--- src/rtl/cacheline_adaptor.sv ---
// -----------------------------------------------------------------------------
// cacheline_adaptor
//
// Bridges the cache's 256-bit pmem port to a 64-bit burst memory interface.
// A line read becomes a 4-beat read burst and a line write-back becomes a
// 4-beat write burst. One resp_o pulse is returned per line.
//
// Ports:
//   clk        clock, all state changes on posedge
//   rst        asynchronous reset, active-low
//   line_i     write-back line from the cache
//   line_o     filled line to the cache (the internal line buffer)
//   address_i  line address from the cache
//   read_i     cache line read request
//   write_i    cache line write request (wins over read_i)
//   resp_o     one-cycle pulse when the whole line has been transferred
//   burst_i    read beat from memory
//   burst_o    write beat to memory
//   address_o  line-aligned burst address to memory
//   read_o     memory burst read
//   write_o    memory burst write
//   resp_i     memory beat accepted / valid
//   err_o      sticky watchdog error (only with CACHELINE_ADAPTOR_TIMEOUT_EN)
//
// Optional feature: define CACHELINE_ADAPTOR_TIMEOUT_EN to add a watchdog
// that abandons a burst after TIMEOUT_CYCLES cycles without resp_i.
// -----------------------------------------------------------------------------
module cacheline_adaptor #(
   parameter int LINE_WIDTH  = 256,
   parameter int BURST_WIDTH = 64,
`ifdef CACHELINE_ADAPTOR_TIMEOUT_EN
   parameter int ADDR_WIDTH  = 32,
   parameter int TIMEOUT_CYCLES = 1024
`else
   parameter int ADDR_WIDTH  = 32
`endif
) (
   input  logic                   clk,
   input  logic                   rst,
   input  logic [LINE_WIDTH-1:0]  line_i,
   output logic [LINE_WIDTH-1:0]  line_o,
   input  logic [ADDR_WIDTH-1:0]  address_i,
   input  logic                   read_i,
   input  logic                   write_i,
   output logic                   resp_o,
   input  logic [BURST_WIDTH-1:0] burst_i,
   output logic [BURST_WIDTH-1:0] burst_o,
   output logic [ADDR_WIDTH-1:0]  address_o,
   output logic                   read_o,
   output logic                   write_o,
`ifdef CACHELINE_ADAPTOR_TIMEOUT_EN
   input  logic                   resp_i,
   output logic                   err_o
`else
   input  logic                   resp_i
`endif
);

   localparam int BEATS  = LINE_WIDTH / BURST_WIDTH;
   localparam int BEAT_W = $clog2(BEATS);
   localparam int OFF_W  = $clog2(LINE_WIDTH / 8);
   localparam logic [BEAT_W-1:0] LAST_BEAT = BEAT_W'(BEATS - 1);

   typedef enum logic [1:0] {
      IDLE = 2'd0,
      RD   = 2'd1,
      WR   = 2'd2,
      DONE = 2'd3
   } state_t;

   state_t                 state_q, state_d;
   logic [BEAT_W-1:0]      beat_q, beat_d;
   logic [LINE_WIDTH-1:0]  line_q, line_d;
   logic [ADDR_WIDTH-1:0]  addr_q, addr_d;
   logic [BURST_WIDTH-1:0] burst_q, burst_d;
   logic                   read_q, read_d;
   logic                   write_q, write_d;
   logic                   resp_q, resp_d;
   logic [ADDR_WIDTH-1:0]  line_addr_s;
   logic                   unused_s;

`ifdef CACHELINE_ADAPTOR_TIMEOUT_EN
   localparam int CNT_W = $clog2(TIMEOUT_CYCLES) + 1;
   logic [CNT_W-1:0]       cnt_q, cnt_d;
   logic                   err_q, err_d;
`endif

   // Byte offset within the line is dropped: bursts always start line-aligned.
   assign line_addr_s = {address_i[ADDR_WIDTH-1:OFF_W], {OFF_W{1'b0}}};
   assign unused_s    = ^address_i[OFF_W-1:0];

   // Next-state, datapath and registered-output computation.
   always_comb begin
      state_d = state_q;
      beat_d  = beat_q;
      line_d  = line_q;
      addr_d  = addr_q;
      burst_d = {BURST_WIDTH{1'b0}};
      read_d  = 1'b0;
      write_d = 1'b0;
      resp_d  = 1'b0;
`ifdef CACHELINE_ADAPTOR_TIMEOUT_EN
      cnt_d   = cnt_q;
      err_d   = err_q;
`endif
      case (state_q)
         IDLE: begin
            if (write_i) begin
               line_d  = line_i;
               addr_d  = line_addr_s;
               beat_d  = {BEAT_W{1'b0}};
               state_d = WR;
            end else if (read_i) begin
               addr_d  = line_addr_s;
               beat_d  = {BEAT_W{1'b0}};
               state_d = RD;
            end else begin
               state_d = IDLE;
            end
         end
         RD: begin
            if (resp_i) begin
               for (int b = 0; b < BEATS; b++) begin
                  if (beat_q == BEAT_W'(b)) begin
                     line_d[b*BURST_WIDTH +: BURST_WIDTH] = burst_i;
                  end else begin
                     line_d[b*BURST_WIDTH +: BURST_WIDTH] = line_q[b*BURST_WIDTH +: BURST_WIDTH];
                  end
               end
               beat_d  = beat_q + BEAT_W'(1);
               state_d = (beat_q == LAST_BEAT) ? DONE : RD;
            end else begin
               state_d = RD;
            end
         end
         WR: begin
            if (resp_i) begin
               beat_d  = beat_q + BEAT_W'(1);
               state_d = (beat_q == LAST_BEAT) ? DONE : WR;
            end else begin
               state_d = WR;
            end
         end
         DONE: begin
            // Requests are not sampled here; the cache drops them on resp_o.
            state_d = IDLE;
         end
         default: begin
            state_d = IDLE;
         end
      endcase

`ifdef CACHELINE_ADAPTOR_TIMEOUT_EN
      // Watchdog: abandon the burst so the cache never waits forever.
      if ((state_q == RD) || (state_q == WR)) begin
         if (resp_i) begin
            cnt_d = {CNT_W{1'b0}};
         end else if (cnt_q == CNT_W'(TIMEOUT_CYCLES - 1)) begin
            cnt_d   = {CNT_W{1'b0}};
            err_d   = 1'b1;
            state_d = DONE;
         end else begin
            cnt_d = cnt_q + CNT_W'(1);
         end
      end else begin
         cnt_d = {CNT_W{1'b0}};
      end
`endif

      // Outputs are registered, so derive them from the next state.
      read_d  = (state_d == RD);
      write_d = (state_d == WR);
      resp_d  = (state_d == DONE);
      if (state_d == WR) begin
         for (int b = 0; b < BEATS; b++) begin
            if (beat_d == BEAT_W'(b)) begin
               burst_d = line_d[b*BURST_WIDTH +: BURST_WIDTH];
            end else begin
               burst_d = burst_d;
            end
         end
      end else begin
         burst_d = {BURST_WIDTH{1'b0}};
      end
   end

   // State, datapath and output registers; reset aborts any burst at once.
   always_ff @(posedge clk or negedge rst) begin
      if (!rst) begin
         state_q <= IDLE;
         beat_q  <= {BEAT_W{1'b0}};
         line_q  <= {LINE_WIDTH{1'b0}};
         addr_q  <= {ADDR_WIDTH{1'b0}};
         burst_q <= {BURST_WIDTH{1'b0}};
         read_q  <= 1'b0;
         write_q <= 1'b0;
         resp_q  <= 1'b0;
`ifdef CACHELINE_ADAPTOR_TIMEOUT_EN
         cnt_q   <= {CNT_W{1'b0}};
         err_q   <= 1'b0;
`endif
      end else begin
         state_q <= state_d;
         beat_q  <= beat_d;
         line_q  <= line_d;
         addr_q  <= addr_d;
         burst_q <= burst_d;
         read_q  <= read_d;
         write_q <= write_d;
         resp_q  <= resp_d;
`ifdef CACHELINE_ADAPTOR_TIMEOUT_EN
         cnt_q   <= cnt_d;
         err_q   <= err_d;
`endif
      end
   end

   assign line_o    = line_q;
   assign address_o = addr_q;
   assign burst_o   = burst_q;
   assign read_o    = read_q;
   assign write_o   = write_q;
   assign resp_o    = resp_q;
`ifdef CACHELINE_ADAPTOR_TIMEOUT_EN
   assign err_o     = err_q;
`endif

endmodule

--- config.mk ---
export PLATFORM = sky130hd
export DESIGN_NAME = cacheline_adaptor
export DESIGN_NICKNAME = d
export VERILOG_FILES = /design/src/rtl/cacheline_adaptor.sv
export SDC_FILE = /design/constraint.sdc
export NUM_CORES = 1
export LEC_CHECK = 0
export ABC_AREA = 1
export CAP_MARGIN = 40
export CORE_AREA = 3 3 280 282
export CTS_BUF_LIST = sky130_fd_sc_hd__clkbuf_8
export DETAILED_ROUTE_END_ITERATION = 10
export DIE_AREA = 0 0 283 285
export PLACE_DENSITY = 0.53
export SLEW_MARGIN = 20
export SYNTH_ARGS = -nofsm -noshare
export SYNTH_HDL_FRONTEND = slang
export SYNTH_SLANG_ARGS = --single-unit
--- constraint.sdc ---
create_clock -name clk -period 2.86 [get_ports clk]
set_clock_uncertainty 0.15 [all_clocks]
set_input_delay 0.715 -clock clk [delete_from_list [all_inputs] [get_ports clk]]
set_output_delay 0.715 -clock clk [all_outputs]
set_load 0.1 [all_outputs]
# Word-level counts from Yosys, hierarchy flattened
# Index checks and enable logic that the tools add are counted.
# Widths: inputs -> output; s select.
# op_classes
n_mux	25
n_eq_ne	12
n_addsub	1
n_reduce_logical	6
# ops
cell	n
$mux 64	9
$mux 256	2
$pmux 256 s2	1
$mux 32	2
$eq 2x2->1 const B	8
$mux 2	6
$eq 2x1->1 const B	4
$pmux 2 s4	1
$logic_not 2->1	3
$pmux 2 s2	1
$mux 1	3
$add 2x1->2 const B	1
$reduce_and 2->1	1
$reduce_bool 2->1	1
$reduce_or 2->1	1
# totals
input_bits	357
reg_bits	359
wordCells	52

# Depth between registers and ports, before layout
# logic_depth
ltp_word	9
mapped_depth	14

# Least setup slack after synthesis
# Ideal clock, no wire load.
# synth_path
path_kind	input-to-reg
start	input resp_i
end	register burst_q[44] (netlist: burst_o[44])
path_slack_ns	0.704
arrival_ns	1.885
n_path_buf	4
cell_stages	11
setup_time_ns	0.121
path_cell_list	buf_4 nand2_1 nand2_1 nand3_1 nand2_4 buf_6 nand2_2 buf_4 buf_6 o211ai_1 nor2_1
# synth_via
elab_chain_cells	8
# synth_rtl
element	line_no	text
from (decl)	55	input logic resp_i
$mux 2	122, 137	
$pmux 2 s2	106	case (state_q)
$logic_not 2->1	176	if (beat_d == BEAT_W'(b)) begin
$mux 64 (4 in a row)	176	
$mux 64 (*)	174	if (state_d == WR) begin
named net burst_d[44]	75	logic [BURST_WIDTH-1:0] burst_q, burst_d;
to (signal assigned)	194	burst_q <= {BURST_WIDTH{1'b0}};
to (signal assigned)	207	burst_q <= burst_d;
to (decl)	75	
# Mark *: on every way through the listed nets, which the timed path passes. The rest lies on a longest branch.
# A chain may end at the register's enable or synchronous reset.

# Final worst setup path
# layout_path
start	register state_q[1]
end	register burst_q[0] (netlist: burst_o[0])
# layout_via
elab_chain_cells	9
# layout_rtl
element	line_no	text
from (decl)	71	state_t state_q, state_d;
from (signal assigned)	203	state_q <= state_d;
$eq 2x2->1 or $eq 2x1->1 (tied branches)	106	
$reduce_or 2->1 (no line)	-	
$pmux 2 s2	106	
$logic_not 2->1	176	
$mux 64 (4 in a row)	176	
$mux 64 (*)	174	
named net burst_d[0]	75	
# Marked as above.

==> key figures <==
STA
  • Final Hold Fails: 0
  • Setup violators final: 0
  • Fin crit period: 2.51 ns
  • Hold slack: 0.345 ns
  • Tcrit/Tclk final: 87.8%
  • RSZ-0062 raised after global routing: no
  • Tightest Pin Transition: 0.582 ns
  • Final Slew Violations: 0
  • Fmax: 398 MHz
  • Slew headroom: 61.2%

Clock network
  • Clock Pin Slew Worst Setup and Hold Paths: 0.06 ns
  • Max clock buf depth: 3
  • CTS Sinks: 354
  • Worst skew pair latency: 0.64 ns
  • CTS tree: built
  • CTS root buf: clkbuf_8
  • H-tree Lvls: 3
  • CTS Buf Count: 69

Global routing
  • Met3 Use GR: 5.77%
  • Initial antenna violation count: 6
  • Pin count of the biggest net entering global routing: 76
  • Busiest grt layer: met2
  • Vias in the first global route: 17900
  • Total grt overflow: 0
  • Routing usage on met1: 24.5%
  • Global-route wire length before repair: 121000 um
  • Grt met2 use: 34.5%
  • Gr usage total: 20.4%

Routing
  • Vias: 17200
  • Total wire length: 84800 um
  • DRT iter0 DRCs: 1057
  • TritonRoute pass-1 iters: 5
  • Vias/cell: 4.42
  • WL per Instance: 21.8 um
  • DRC: 0
  • Post-DRT Antenna Nets: 0

Floorplan
  • Num rows: 101
  • Die height: 285 um
  • I/O pins: 712
  • Die width: 283 um
  • Core box area: 0.0759 mm^2
  • Die area: 0.0807 mm^2
  • Initial Util: 21.7%

Synthesis
  • Distinct cells, synth: 29
  • Avg Cell Area, Syn: 8.19 um^2
  • Synth area leader: dfrtp_1
  • Post-synthesis sequential area ratio: 53.6%
  • Synth Cell Area: 0.0165 mm^2
  • Post-Syn Instances: 2016
  • Yosys warning count: 0
  • Ranking of synthesized cells by area: dfrtp_1 54%, nand2_1 12%, a21oi_1 7.9%, o21ai_0 7.6%, inv_1 5.4%
  • #FFs+latches synth: 354
  • Yosys top cell area share: 53.6%

Placed design
  • Hpwl dp: 63600 um
  • Final GP Congestion: 0.864
  • Number of port buffers: 701
  • Placed Cells incl. Taps: 3767

Job
  • Number of max-cap violations: 0

Layout
  • Commonest non-fill, non-tap cells in the layout: 528 x nand2_1, 442 x buf_4, 354 x dfrtp_1, 350 x clkdlybuf4s50_1, 268 x inv_1
  • Layout cell share with drive strength beyond 1: 22.2%
  • Multi-input gate area: 0.00621 mm^2
  • Leading cell type in the layout, fill and taps excluded: nand2_1
  • Syn-to-layout area delta: 59.9%
  • Filler cells: 8165
  • NumNets Final: 3174
  • Post-route insts no fill: 3891
  • Register area: 0.00886 mm^2

Worst setup path
  • Worst path max stage delay: 0.44 ns
  • CP Capture Type: flop
  • Slowest cell on crit path: inv_2
  • Classification of the worst setup path: reg -> reg
  • Required time worst endpoint: 3.27 ns
  • Critical path arrival: 2.92 ns
  • Cell Chain, Critical Path: inv_1 > ha_1 > nand2_1 > nand3_1 > nand2_2 > inv_2 > nor2_8 > inv_2 > o21ai_0 > nor2_1
  • Most numerous cell on the critical path: inv_2
  • CP startpoint kind: flop
  • Largest fanout on the critical path: 18

Run status
  • Outcome: finished, final reports clean

Hold path
  • Hold Crit Class: reg -> reg
## through the flow
step                TNS (ns)  area, um^2  setup WS (ns)  utilization [%]
floorplan                  0       16500          0.704                -
CTS                        0       26400          0.218             34.8
finish                     0       26400          0.348             34.8
global placement       -2.23       25100         -0.132             33.0
detailed placement     -2.48       25100         -0.124             33.0
global route               0       26400         0.0709             34.8
## synth_stat cells
master / n
nand2_1: 532
dfrtp_1: 354
a21oi_1: 261
o21ai_0: 250
inv_1: 239
nor2_1: 75
buf_2: 65
o211ai_1: 46
nand3_1: 42
clkbuf_1: 40
mux2_2: 27
o21ai_1: 22
a22oi_1: 12
buf_4: 11
inv_2: 10
ha_1: 8
buf_1: 5
buf_6: 2
nand2_2: 2
nand2_4: 2
nand3_2: 2
nor2_2: 2
clkinv_1: 1
conb_1: 1
nand4_1: 1
nor2_4: 1
nor2_8: 1
o21ai_2: 1
o22ai_1: 1
## sequential cells by signal, summed over array words and instances, names as in the netlist
register   flops
line_o       256
beat_q         2
resp_o         1
read_o         1
write_o        1
state_q        2
address_o     27
burst_o       64
## critical path, delay by kind of cell (launching register included)
family,cells,cell delay [ns]
compound gates,1,0.16
fa+ha+maj,1,0.39
buf+inv,3,0.71
flops,1,0.40
simple gates,5,0.61
## cell families after synthesis
group                      after synthesis  synth area share, %
and+or+nand+nor                        660                 15.7
AOI/OAI and AO/OA                      593                 18.9
buffers and inverters                  373                 9.31
DFF                                    354                 53.6
muxes                                   27                 1.84
adders and majority gates                8                0.606
other                                    1               0.0227
## layer usage
metal / part of all wire, % / vias up / wire [um]
met5: 0.024 / - / 20
met4: 3.8 / 4 / 3190
met3: 7.6 / 157 / 6440
met2: 48 / 697 / 40800
met1: 41 / 8263 / 34400
li1: - / 8077 / -
## cell type report
type / instances / area share (%)
well taps: 1030 / 4.88
clock inverters: 37 / 0.711
inverters: 250 / 3.58
flip-flops and latches: 354 / 33.5
repair buffers: 841 / 29.5
clock buffers: 82 / 4.27
multi-input cells: 1293 / 23.5
diodes: 4 / 0.0379
## what timing repair did
action | 4_1_cts | 5_1_grt
endpoints found under the setup margin | 0 | 3
gates resized for setup | 0 | 1
endpoints found under the hold margin | 29 | 0
setup buffers | 0 | 0
hold buffers | 1 | 0
## final timing paths
kind	startpoint	endpoint	slack (ns)	cells after the start
max reg2reg	state_q[1]$_DFF_PN0_	burst_o[0]$_DFF_PN0_	0.35	10
max	state_q[1]$_DFF_PN0_	burst_o[0]$_DFF_PN0_	0.35	10
max in group asynchronous	rst	line_o[59]$_DFF_PN0_	1.36	3
min	line_o[230]$_DFF_PN0_	line_o[230]$_DFF_PN0_	0.35	2
min in group asynchronous	rst	line_o[105]$_DFF_PN0_	0.42	2
min reg2reg	line_o[230]$_DFF_PN0_	line_o[230]$_DFF_PN0_	0.35	2
Power is left out: the tool's default activity adds up to more than one toggle a clock period on the data nets, which glitch-free logic cannot reach.
